--- src/rtl/voq_sched_rr_pkg.sv ---
// Shared types and wrap helper for the VOQ round-robin scheduler.
// Optional feature macro used by the scheduler: SCHED_EGRESS_RR_EN.
package voq_sched_pkg;

  localparam int N_PORTS_MAX = 16;

  typedef enum logic [1:0] {
    IDLE,
    ASSIGN,
    ISSUE
  } sched_state_t;

  function automatic int inc_mod(input int idx, input int n);
    return (idx + 1 >= n) ? 0 : idx + 1;
  endfunction

endpackage

--- src/rtl/voq_sched_rr_if.sv ---
// Scheduler-side bundle between the ingress VOQ blocks and the crossbar scheduler.
// master drives requests and queue status; slave is the scheduler.
interface voq_sched_rr_if #(
  parameter int N_PORTS = 4
);
  localparam int PORT_W = $clog2(N_PORTS);

  logic                         sched_en;
  logic [N_PORTS-1:0]           is_busy;
  logic [N_PORTS*PORT_W-1:0]    busy_voq_num;
  logic [N_PORTS*N_PORTS-1:0]   voq_empty;
  logic [N_PORTS-1:0]           sched_sel_en;
  logic [N_PORTS*PORT_W-1:0]    sched_sel;
  logic                         sched_done;
  logic                         sched_active;

  modport master (
    output sched_en, is_busy, busy_voq_num, voq_empty,
    input  sched_sel_en, sched_sel, sched_done, sched_active
  );

  modport slave (
    input  sched_en, is_busy, busy_voq_num, voq_empty,
    output sched_sel_en, sched_sel, sched_done, sched_active
  );
endinterface

--- src/rtl/voq_sched_rr_pick.sv ---
// Combinational round-robin VOQ pick: first non-empty, not-yet-picked egress
// at or after start, wrapping modulo N_PORTS.
module voq_pick_rr
  import voq_sched_pkg::*;
#(
  parameter int N_PORTS = 4,
  localparam int PORT_W = $clog2(N_PORTS)
) (
  input  logic [PORT_W-1:0]  start,
  input  logic [N_PORTS-1:0] empty,
  input  logic [N_PORTS-1:0] picked,
  output logic               none_avail,
  output logic [PORT_W-1:0]  pick
);

  logic [PORT_W-1:0] idx;

  always_comb begin
    none_avail = 1'b1;
    pick       = '0;
    idx        = start;
    for (int k = 0; k < N_PORTS; k++) begin
      if (none_avail && !empty[idx] && !picked[idx]) begin
        none_avail = 1'b0;
        pick       = idx;
      end
      idx = PORT_W'(inc_mod(int'(idx), N_PORTS));
    end
  end

endmodule

--- src/rtl/voq_sched_rr.sv ---
// N-port VOQ crossbar scheduler: one ingress assigned per cycle, round-robin over
// ingresses and per-ingress VOQs. SCHED_EGRESS_RR_EN selects the VOQ pointer update.
//
//  state  | meaning
//  IDLE   | waiting for sched_en; snapshot inputs on accept
//  ASSIGN | one ingress per cycle, N_PORTS cycles starting at the start pointer
//  ISSUE  | pulse sched_sel_en/sched_done, advance start pointer
module voq_sched_rr
  import voq_sched_pkg::*;
#(
  parameter int N_PORTS = 4
) (
  input logic           clk,
  input logic           reset,
  voq_sched_rr_if.slave bus
);

  localparam int PORT_W = $clog2(N_PORTS);
  localparam logic [PORT_W-1:0] LAST = PORT_W'(N_PORTS - 1);

  if (N_PORTS < 2 || N_PORTS > N_PORTS_MAX) begin : g_bad_cfg
    $error("voq_sched_rr: N_PORTS out of range");
  end

  sched_state_t state, state_nxt;

  logic [PORT_W-1:0]  cur, cnt, start_ptr;
  logic [PORT_W-1:0]  voq_ptr     [N_PORTS];
  logic [PORT_W-1:0]  work_sel    [N_PORTS];
  logic [PORT_W-1:0]  out_sel     [N_PORTS];
  logic [PORT_W-1:0]  sh_busy_voq [N_PORTS];
  logic [N_PORTS-1:0] sh_empty    [N_PORTS];
  logic [N_PORTS-1:0] sh_busy, picked, acc, busy_mask;

  logic               none_avail, cur_en, ptr_upd, done;
  logic [PORT_W-1:0]  pick, cur_sel, ptr_nxt;
  logic [N_PORTS-1:0] sel_en;

  voq_pick_rr #(.N_PORTS(N_PORTS)) u_pick (
    .start      (voq_ptr[cur]),
    .empty      (sh_empty[cur]),
    .picked     (picked),
    .none_avail (none_avail),
    .pick       (pick)
  );

  always_comb begin
    busy_mask = '0;
    for (int i = 0; i < N_PORTS; i++) begin
      if (bus.is_busy[i]) busy_mask[bus.busy_voq_num[i*PORT_W +: PORT_W]] = 1'b1;
    end
  end

  // busy ingresses keep their egress and never move their VOQ pointer
  always_comb begin
    cur_en  = 1'b0;
    cur_sel = work_sel[cur];
    ptr_upd = 1'b0;
    if (sh_busy[cur]) begin
      cur_en  = 1'b1;
      cur_sel = sh_busy_voq[cur];
    end else if (!none_avail) begin
      cur_en  = 1'b1;
      cur_sel = pick;
      ptr_upd = 1'b1;
    end
  end

`ifdef SCHED_EGRESS_RR_EN
  assign ptr_nxt = PORT_W'(inc_mod(int'(pick), N_PORTS));
`else
  assign ptr_nxt = PORT_W'(inc_mod(int'(voq_ptr[cur]), N_PORTS));
`endif

  always_ff @(posedge clk) begin
    if (reset) state <= IDLE;
    else       state <= state_nxt;
  end

  always_comb begin
    state_nxt = state;
    done      = 1'b0;
    sel_en    = '0;
    case (state)
      IDLE:    if (bus.sched_en) state_nxt = ASSIGN;
      ASSIGN:  if (cnt == LAST) state_nxt = ISSUE;
      ISSUE: begin
        state_nxt = IDLE;
        done      = 1'b1;
        sel_en    = acc;
      end
      default: state_nxt = IDLE;
    endcase
  end

  always_ff @(posedge clk) begin
    if (reset) begin
      cur       <= '0;
      cnt       <= '0;
      start_ptr <= '0;
      sh_busy   <= '0;
      picked    <= '0;
      acc       <= '0;
      for (int i = 0; i < N_PORTS; i++) begin
        voq_ptr[i]     <= '0;
        work_sel[i]    <= '0;
        out_sel[i]     <= '0;
        sh_busy_voq[i] <= '0;
        sh_empty[i]    <= '0;
      end
    end else begin
      case (state)
        IDLE: begin
          if (bus.sched_en) begin
            sh_busy <= bus.is_busy;
            picked  <= busy_mask;
            acc     <= '0;
            cur     <= start_ptr;
            cnt     <= '0;
            for (int i = 0; i < N_PORTS; i++) begin
              sh_busy_voq[i] <= bus.busy_voq_num[i*PORT_W +: PORT_W];
              sh_empty[i]    <= bus.voq_empty[i*N_PORTS +: N_PORTS];
            end
          end
        end
        ASSIGN: begin
          cur <= PORT_W'(inc_mod(int'(cur), N_PORTS));
          cnt <= cnt + 1'b1;
          if (cur_en) begin
            acc[cur]        <= 1'b1;
            work_sel[cur]   <= cur_sel;
            picked[cur_sel] <= 1'b1;
          end
          if (ptr_upd) voq_ptr[cur] <= ptr_nxt;
          // publish the whole selection at once so sched_sel is stable between issues
          if (cnt == LAST) begin
            for (int i = 0; i < N_PORTS; i++) begin
              out_sel[i] <= (cur_en && cur == PORT_W'(i)) ? cur_sel : work_sel[i];
            end
          end
        end
        ISSUE: start_ptr <= PORT_W'(inc_mod(int'(start_ptr), N_PORTS));
        default: ;
      endcase
    end
  end

  assign bus.sched_done   = done;
  assign bus.sched_sel_en = sel_en;
  assign bus.sched_active = (state != IDLE);

  for (genvar g = 0; g < N_PORTS; g++) begin : g_sel
    assign bus.sched_sel[g*PORT_W +: PORT_W] = out_sel[g];
  end

endmodule

--- src/flat_wrapper.sv ---
// flat-port wrapper written by rule: the top's interface ports become plain ports
module voq_sched_rr_flat import voq_sched_pkg::*;
#(
  parameter int N_PORTS = 4
)
  (clk, reset, bus_sched_en, bus_is_busy, bus_busy_voq_num, bus_voq_empty, bus_sched_sel_en, bus_sched_sel, bus_sched_done, bus_sched_active);
  voq_sched_rr_if #(.N_PORTS(N_PORTS)) bus_i ();
  input logic clk;
  input logic reset;
  input wire logic [$bits(bus_i.sched_en)-1:0] bus_sched_en;
  input wire logic [$bits(bus_i.is_busy)-1:0] bus_is_busy;
  input wire logic [$bits(bus_i.busy_voq_num)-1:0] bus_busy_voq_num;
  input wire logic [$bits(bus_i.voq_empty)-1:0] bus_voq_empty;
  output wire logic [$bits(bus_i.sched_sel_en)-1:0] bus_sched_sel_en;
  output wire logic [$bits(bus_i.sched_sel)-1:0] bus_sched_sel;
  output wire logic [$bits(bus_i.sched_done)-1:0] bus_sched_done;
  output wire logic [$bits(bus_i.sched_active)-1:0] bus_sched_active;
  assign bus_i.sched_en = bus_sched_en;
  assign bus_i.is_busy = bus_is_busy;
  assign bus_i.busy_voq_num = bus_busy_voq_num;
  assign bus_i.voq_empty = bus_voq_empty;
  assign bus_sched_sel_en = bus_i.sched_sel_en;
  assign bus_sched_sel = bus_i.sched_sel;
  assign bus_sched_done = bus_i.sched_done;
  assign bus_sched_active = bus_i.sched_active;
  voq_sched_rr #(.N_PORTS(N_PORTS)) u_core (.clk(clk), .reset(reset), .bus(bus_i));
endmodule
--- config.mk ---
export PLATFORM = sky130hd
export DESIGN_NAME = voq_sched_rr_flat
export DESIGN_NICKNAME = d
export VERILOG_FILES = /design/src/rtl/voq_sched_rr_pkg.sv /design/src/rtl/voq_sched_rr_if.sv /design/src/rtl/voq_sched_rr_pick.sv /design/src/rtl/voq_sched_rr.sv /design/src/flat_wrapper.sv
export SDC_FILE = /design/constraint.sdc
export NUM_CORES = 1
export LEC_CHECK = 0
export ABC_AREA = 1
export BUFFER_PORTS_ARGS = -buffer_cell sky130_fd_sc_hd__buf_2
export CORE_MARGIN = 2
export CORE_UTILIZATION = 40
export CTS_CLUSTER_DIAMETER = 80
export DETAILED_ROUTE_END_ITERATION = 10
export GPL_ROUTABILITY_DRIVEN = 0
export GPL_TIMING_DRIVEN = 0
export PLACE_DENSITY_LB_ADDON = 0.12
export SYNTH_ARGS = -nofsm -noshare
export SYNTH_HDL_FRONTEND = slang
export SYNTH_SLANG_ARGS = --single-unit
--- constraint.sdc ---
create_clock -name clk -period 2.05 [get_ports clk]
set_input_delay 0.1025 -clock clk [delete_from_list [all_inputs] [get_ports clk]]
set_output_delay 0.1025 -clock clk [all_outputs]
set_load 0.01 [all_outputs]
### Yosys cells after proc, flatten, opt, wreduce, memory -nomap -nowiden

Memory sizes are Yosys's and may differ from the RTL's. A register that Yosys moved wholly into a read port is not among the register bits.
Index checks and enable logic that the tools add are counted.
Widths: inputs -> output; s select.

* reductions and logical operators: 35
* add/subtract/negate cells: 6
* $lt $le $gt $ge: 21
* equality and inequality tests: 9
* bitwise gates (word level): 17
* muxes and demuxes: 115

Operators with widths (number)
* $mux 2: 39
* $mux 4: 13
* $mux 1: 43
* $lt 2x3->1 const B: 10
* $or 4x4->4: 5
* $bmux 1 s2: 9
* $logic_and 1x1->1: 17
* $pmux 4 s2: 2
* $add 2x1->3 const B: 5
* $ge 3x3->1 const B: 5
* $demux 1 s2: 6
* $ge 2x1->1 const B: 6
* $or 1x1->1: 12
* $pmux 2 s2: 3
* $eq 2x2->1 const B: 4
* $logic_not 1->1: 8
* $reduce_and 2->1: 3
* $eq 2x1->1 const B: 2
* $logic_not 2->1: 2
* $ne 2x1->1 const B: 2
* $reduce_bool 2->1: 2
* $reduce_or 2->1: 2
* $reduce_and 3->1: 1
* $add 2x1->2 const B: 1
* $ne 2x2->1 const B: 1

* output and inout bits: 14
* word-level logic and storage cells: 215
* bits of input ports: 31
* bits in writable memories: 48
* memories kept: 5
* register bits: 20

Memories
* u_core.sh_empty: depth 4, width 4, rd ports 1, clocked after Yosys merged registers in 1, write ports 4, line voq_sched_rr.sv:32 `logic [N_PORTS-1:0] sh_empty [N_PORTS];`
* u_core.out_sel: depth 4, width 2, rd ports 4, clocked after Yosys merged registers in 0, write ports 4, line voq_sched_rr.sv:30 `logic [PORT_W-1:0] out_sel [N_PORTS];`
* u_core.sh_busy_voq: depth 4, width 2, rd ports 1, clocked after Yosys merged registers in 1, write ports 4, line voq_sched_rr.sv:31 `logic [PORT_W-1:0] sh_busy_voq [N_PORTS];`
* u_core.voq_ptr: depth 4, width 2, rd ports 1, clocked after Yosys merged registers in 1, write ports 4, line voq_sched_rr.sv:28 `logic [PORT_W-1:0] voq_ptr [N_PORTS];`
* u_core.work_sel: depth 4, width 2, rd ports 5, clocked after Yosys merged registers in 1, write ports 4, line voq_sched_rr.sv:29 `logic [PORT_W-1:0] work_sel [N_PORTS];`

### Logic depth before layout (Yosys ltp)

Gate-level depths: netlist of run 1.

* word-level depth: 24
* depth in mapped cells: 20
* mapped depth without buffers: 19

### Hierarchy

From an unflattened synthesis of run 1, not the netlist that was laid out.

* cell total of the unflattened synthesis: 479
* area, all modules: 3839.9 um^2

By module, submodules not included
* voq_sched_rr: times used 1, seq. area each 1881.8 um^2, cells each 412, area an instance 3483.3 um^2
* voq_pick_rr: times used 1, seq. area each 0.0 um^2, cells each 67, area an instance 356.6 um^2

### Least setup slack after synthesis of run 1

No wires, ideal clock.

* path kind: reg-to-reg
* start: register with a tool-made name
* end: memory u_core.work_sel[0][0] (netlist bit) (enable)
* path slack: -0.075 ns
* buffers on the path: 1
* data required time: 1.737 ns
* stages on the path, launching flop included: 18
* data arrival time: 1.812 ns
* cells stage by stage: dfxtp_1 > inv_2 > buf_6 > nand2_1 > nand3_1 > nand2_1 > nand2_1 > nand2_2 > nand3_1 > o21ai_2 > inv_2 > nand2_2 > nor2_4 > inv_2 > nand2_2 > nor2_4 > nand2_2 > o21ai_1

RTL lines (line)
* end: declaration: voq_sched_rr.sv:29

==> results.toml, run 1 <==
[drt]
drt_iter0_drc = 240
wl_per_cell_um = 14.19
postRouteAntennaNets = 0
drt-total-wl_um = 10020
drc = 0
dr.pass1.iters = 4
vias = 3475
post_drt_via_cell_ratio = 4.922

[power]
p_leak_nw = 2.406
ir_worst_vdd_v = 0.0004092
power.density_nw_per_um2 = 814.3

[cells_and_area]
antennaDiodeCount = 0
layout_commonest_cell = "nand2_1"
layoutNonFillerInstCount = 706
area_growth_syn_to_layout_pct = 32.86
most-common-layout-cells = "nand2_1 (86), inv_1 (75), nor2_1 (65), edfxtp_1 (48), buf_2 (43)"
fin_util = 0.5502
nFillCells = 853
fin_nets = 609
drive_above_1_share = 0.3310

[run_status]
status = "complete, but fails checks"
violations = "negative setup slack"

[timing]
fin_ws_ns = -0.3590
holdWs_ns = 0.02433
worstMarginPinSlew_ns = 0.8744
hold_viol = 0
slew_headroom = 0.4126
fmaxAchievable_ghz = 0.4151
finalSetupViolCount = 46
rsz0062_at_grt = "true"
fin_crit_sh = 1.175
finClkSkew_ns = 0.01286
period_minus_slack_ns = 2.409
slew_viol_final = 0

[worst_setup_path]
path_depth = 16
slowest_delay_ns = 0.42
slowest_stage = "dfxtp_4"
ff2ff_path_depth = 16
cp_max_fo = 7
cp.required_ns = 2.17
cp-end-kind = "flop"
cp.arrival_ns = 2.53
critPathBufInv = 5
crit_path_frequent_cell = "nand2_1"
crit_chain = "inv_6 > nand2_2 > nand2_1 > nand2_1 > nand2_2 > buf_8 > nand3_4 > nand4_1 > buf_4 > buf_4 > nand2_1 > nand2_1 > nand3_2 > nand2_1 > o21ai_0 > inv_1"
critPathLaunchType = "flop"
path_delay_family = "simple AND/OR/NAND/NOR gates"
critPathKind = "reg -> reg"

[min_path]
hold_path.class = "in -> reg"
hold_depth = 3

[synth]
synthFlopType = "edfxtp_1"
async_reset_ff_frac = 0
ys_ff_latch = 70
synth_top_family_by_area = "simple AND/OR/NAND/NOR gates"
synth_compound_area_frac = 0.1010
seq_area_frac_synth = 0.4918
synth-edff-count = 48
synth.avg_cell_area_um2 = 7.857
synthesis.area_um2 = 3826
synthSimpleGateAreaFrac = 0.2881
yosys.cell_types.count = 35
synth_warnings = 0
synthAdderAreaFrac = 0.01962
synthCells = 487
synthMuxAreaShare = 0
synth-xor-area-share = 0
syn-num-nets = 524

[job]
drv_cap = 0

[floorplanning]
die_y_um = 101.8
placementRows = 35
io_pins = 45
core_um2 = 9240
dieWidth_um = 101.8
start_util = 0.4141
die-area_um2 = 10360

[placed_design]
place_inst = 659
hpwlAfterDp_um = 6733
portBuffers = 43

[clock_network]
numCtsBuffers = 9
ctsRootBufferMaster = "clkbuf_8"
clockBufferDepth = 2
clkTransAtPathRegs_ns = 0.09
clock_latency_ns = 0.36
clock-sinks = 70
h-tree-depth = 3
cts_tree = "done"

[grt]
grt_pass1_vias = 3329
grt_pass1_wl_um = 15900
grt_max_degree = 33
grt-ovfl-total = 0
grt_use_total = 0.2000
antenna_found_initial = 0
report_power, final:
group / internal (W) / total, W / switching (W)
Combinational: 0.000451 / 0.00119 / 0.000740
Sequential: 0.00161 / 0.00166 / 0.0000497
Clock: 0.000724 / 0.00129 / 0.000566
Total: 0.00278 / 0.00414 / 0.00136
kinds of logic (layout without fill, tap and decap cells):
| kind of cell | Yosys count | in the layout |
|---|---|---|
| adders and majority gates | 6 | 6 |
| buffers and inverters | 95 | 184 |
| AOI/OAI and AO/OA | 63 | 63 |
| and+or+nand+nor | 253 | 254 |
| DFF | 70 | 70 |
cell usage after synthesis, types with 2 or more instances:
master | instances | area [um^2]
nand2_1 | 122 | 457.9
inv_1 | 75 | 281.5
nor2_1 | 68 | 255.2
edfxtp_1 | 48 | 1441
nand3_1 | 31 | 155.2
o21ai_0 | 25 | 125.1
dfxtp_1 | 22 | 440.4
a21oi_1 | 10 | 50.05
nand2_2 | 10 | 62.56
ha_1 | 6 | 75.07
o22ai_1 | 6 | 37.54
clkbuf_1 | 5 | 18.77
inv_2 | 5 | 18.77
nand3_2 | 5 | 50.05
nor2_2 | 5 | 31.28
nor3_1 | 5 | 25.02
buf_2 | 4 | 20.02
nand4_1 | 4 | 25.02
o211ai_1 | 4 | 30.03
o32ai_1 | 4 | 35.03
clkinv_1 | 3 | 11.26
o21ai_1 | 3 | 15.01
o31ai_1 | 3 | 22.52
buf_6 | 2 | 22.52
nor2_4 | 2 | 22.52
cell type report:
class	count	area (um^2)	share of cell area
Buffer	12	105.1	0.02067
Clock buffer	10	137.6	0.02707
Clock inverter	6	92.59	0.01821
Inverter	83	324.1	0.06375
Multi-Input combinational cell	323	1919	0.3776
Sequential cell	70	1889	0.3716
Tap cell	129	161.4	0.03175
Timing Repair Buffer	73	454.2	0.08934
worst reg2reg max path, cell delays in order (launching register included):
cell and delay [ns]:
dfxtp_4 0.42, inv_6 0.07, nand2_2 0.08, nand2_1 0.05, nand2_1 0.07, nand2_2 0.10
buf_8 0.17, nand3_4 0.07, nand4_1 0.17, buf_4 0.19, buf_4 0.12, nand2_1 0.05
nand2_1 0.05, nand3_2 0.12, nand2_1 0.15, o21ai_0 0.22, inv_1 0.07
worst paths after layout:
check	end	start	slack, ns
worst min register to register	u_core.picked[2]	u_core.picked[2]	0.46
worst max-delay path	u_core.out_sel[1][0]	flop	-0.36
worst min-delay path	u_core.sh_busy[2]	bus_is_busy[2]	0.02
worst max register to register	u_core.out_sel[1][0]	flop	-0.36
flip-flops by register name, indices dropped and copies added, names as in the netlist, named ones only:
name,count
u_core.acc,4
u_core.cnt,2
u_core.cur,2
u_core.out_sel,8
u_core.picked,4
u_core.sh_busy,4
u_core.sh_busy_voq,8
u_core.sh_empty,16
u_core.start_ptr,2
u_core.state,2
u_core.voq_ptr,8
u_core.work_sel,8
repair_timing:
action                     CTS  global route
cloned                       1             1
buffers inserted            20             8
gates resized for setup     65            43
hold buffers                 1             0
setup endpoints to repair   84            90
hold endpoints to repair     1             0
pin swaps                   19            16
metrics by stage:
stage / area [um^2] / power, W / setup TNS (ns) / setup slack (ns)
2_1_floorplan: 3845 / 0.002258 / 0 / 0.002963
3_3_place_gp: 4222 / 0.002468 / -26.97 / -0.5075
3_5_place_dp: 4222 / 0.002479 / -27.93 / -0.4848
4_1_cts: 4847 / 0.003972 / -8.806 / -0.2312
5_1_grt: 5084 / 0.004340 / -15.82 / -0.4421
6_report: 5084 / 0.004139 / -10.84 / -0.3590
routing by layer:
metal	vias up	track usage	wire [um]
li1	1746	-	-
met1	1625	0.2601	4511
met2	90	0.3355	4841
met3	14	0.03865	494
met4	0	0.06445	173
met5	-	0	0
No activity file was read; power rests on OpenSTA's default activity.
==> run 2: changes to the inputs <==
--- a/config.mk
+++ b/config.mk
@@ -12,7 +12,6 @@
 export CTS_CLUSTER_DIAMETER = 80
 export DETAILED_ROUTE_END_ITERATION = 10
 export GPL_ROUTABILITY_DRIVEN = 0
-export GPL_TIMING_DRIVEN = 0
 export PLACE_DENSITY_LB_ADDON = 0.12
 export SYNTH_ARGS = -nofsm -noshare
 export SYNTH_HDL_FRONTEND = slang
==> constraint.sdc (replaced) <==
create_clock -name clk -period 2.3 [get_ports clk]
set_input_delay 0.115 -clock clk [delete_from_list [all_inputs] [get_ports clk]]
set_output_delay 0.115 -clock clk [all_outputs]
set_load 0.01 [all_outputs]
==> results.toml, run 2 (synthesized netlist as in run 1, its figures left out) <==
[worst_setup_path]
critPathBufInv = 4
path_delay_family = "simple AND/OR/NAND/NOR gates"
cp.required_ns = 2.41
crit_chain = "nand2_1 > nand2_2 > nand2_2 > nand2_4 > buf_4 > nand2_2 > nand3_2 > nand2_2 > nor2_4 > nand2_4 > nor2_4 > clkinv_4 > nand2_2 > inv_1 > nor2_1 > nor2_1 > o21ai_0 > inv_1"
slowest_stage = "dfxtp_4"
critPathLaunchType = "flop"
cp.arrival_ns = 2.49
crit_path_frequent_cell = "nand2_2"
slowest_delay_ns = 0.41
critPathKind = "reg -> reg"
cp_max_fo = 6
cp-end-kind = "flop"

[cells_and_area]
drive_above_1_share = 0.3214
area_growth_syn_to_layout_pct = 31.43
layoutNonFillerInstCount = 717
layout_commonest_cell = "nand2_1"
fin_nets = 620
most-common-layout-cells = "nand2_1 (96), inv_1 (72), nor2_1 (63), edfxtp_1 (48), buf_4 (47)"
max_flop_register = "u_core.sh_empty"
antennaDiodeCount = 0
largest_reg_flops = 16

[power]
p_leak_nw = 2.416
ir_worst_vdd_v = 0.0003165
power.density_nw_per_um2 = 681.1

[floorplanning]
die_y_um = 101.8
start_util = 0.4141
core_um2 = 9240
io_pins = 45
die-area_um2 = 10360
placementRows = 35
dieWidth_um = 101.8

[drt]
post_drt_via_cell_ratio = 4.830
drt-total-wl_um = 9567
wl_per_cell_um = 13.34
postRouteAntennaNets = 0
dr.pass1.iters = 4
drc = 0
route.met2.wl_um = 4581
wl_met1_um = 4393
top_layer = "met4"
vias = 3463
wl_met3_um = 438
drt_iter0_drc = 186

[placed_design]
portBuffers = 44
place_inst = 686
hpwlAfterDp_um = 6883

[timing]
fin_ws_ns = -0.07919
slew_viol_final = 0
finalSetupViolCount = 11
worstMarginPinSlew_ns = 0.6611
slew_headroom = 0.5588
fin_crit_sh = 1.034
hold_viol = 0
holdWs_ns = 0.009003
rsz0062_at_grt = "true"
finClkSkew_ns = 0.01054
period_minus_slack_ns = 2.379
fmaxAchievable_ghz = 0.4203

[run_status]
status = "complete, but fails checks"
violations = "negative setup slack"

[clock_network]
cts_tree = "done"
clock-sinks = 70
clkTransAtPathRegs_ns = 0.08
numCtsBuffers = 9
clock_latency_ns = 0.36
clockBufferDepth = 2
ctsRootBufferMaster = "clkbuf_8"
h-tree-depth = 3
cts_hold_buffers = 0

[grt]
grt_max_degree = 29
antenna_found_initial = 0
grt-ovfl-total = 0
grt_use_total = 0.1912
grt_pass1_vias = 3280
grt_pass1_wl_um = 15190

[min_path]
hold_path.class = "in -> reg"

[job]
drv_cap = 0
[run 2: cell types whose count changed in the layout (fill, tap and decap cells not counted), moves of 4 or more]
cell and delta:
buf_6 -5, nand2_2 -8, buf_4 +20, nand2_1 +10, nand3_1 +4, clkbuf_1 -5, buf_12 +4
[run 2: worst paths after layout]
check / from / endpoint / slack [ns] / cells after the start
worst min register to register: u_core.picked[1] / u_core.picked[1] / 0.46 / 2
worst max-delay path: flop / u_core.out_sel[1][0] / -0.08 / 18
worst max register to register: flop / u_core.out_sel[1][0] / -0.08 / 18
worst min-delay path: bus_is_busy[1] / u_core.sh_busy[1] / 0.009 / 3
[run 2: repair_timing]
item,4_1_cts,5_1_grt
endpoints found under the hold margin,0,0
setup endpoints to repair,25,45
setup buffers,0,14
pin swaps,0,25
gates cloned,0,1
gates resized for setup,4,77
[run 2: routing by layer]
metal,track usage,up-vias
met5,0,-
met4,0.07069,0
met3,0.04831,14
met2,0.3067,80
met1,0.2499,1597
li1,-,1772
[run 2: through the flow]
stage	util	power, W	cell area [um^2]	setup slack [ns]	setup TNS (ns)
floorplan	-	0.002008	3826	0.1749	0
global route	0.5442	0.003598	5029	-0.2099	-3.896
detailed placement	0.4815	0.002320	4449	-0.07856	-0.6091
global placement	0.4815	0.002312	4449	-0.01589	-0.04608
finish	0.5442	0.003425	5029	-0.07919	-0.2238
CTS	0.5017	0.003225	4636	0.005161	0
[run 2: tightest hold or removal path, cell delays in order]
cell and delay [ns]:
buf_2 0.11, nand2_1 0.05, o21ai_0 0.05
[run 2: final cells by class]
type	instances	area [um^2]
timing repair buffer	96	664.4
clock buffer	9	123.9
clock inverter	7	48.80
tap	129	161.4
sequential	70	1886
multi-input combinational	323	1815
fill	862	4212
inverter	83	329.1
[run 2: power by group]
group          internal [W]  total (W)  switching [W]
registers           0.00143    0.00147      0.0000399
logic              0.000431    0.00105       0.000616
clock network      0.000392   0.000904       0.000513
total               0.00226    0.00343        0.00117
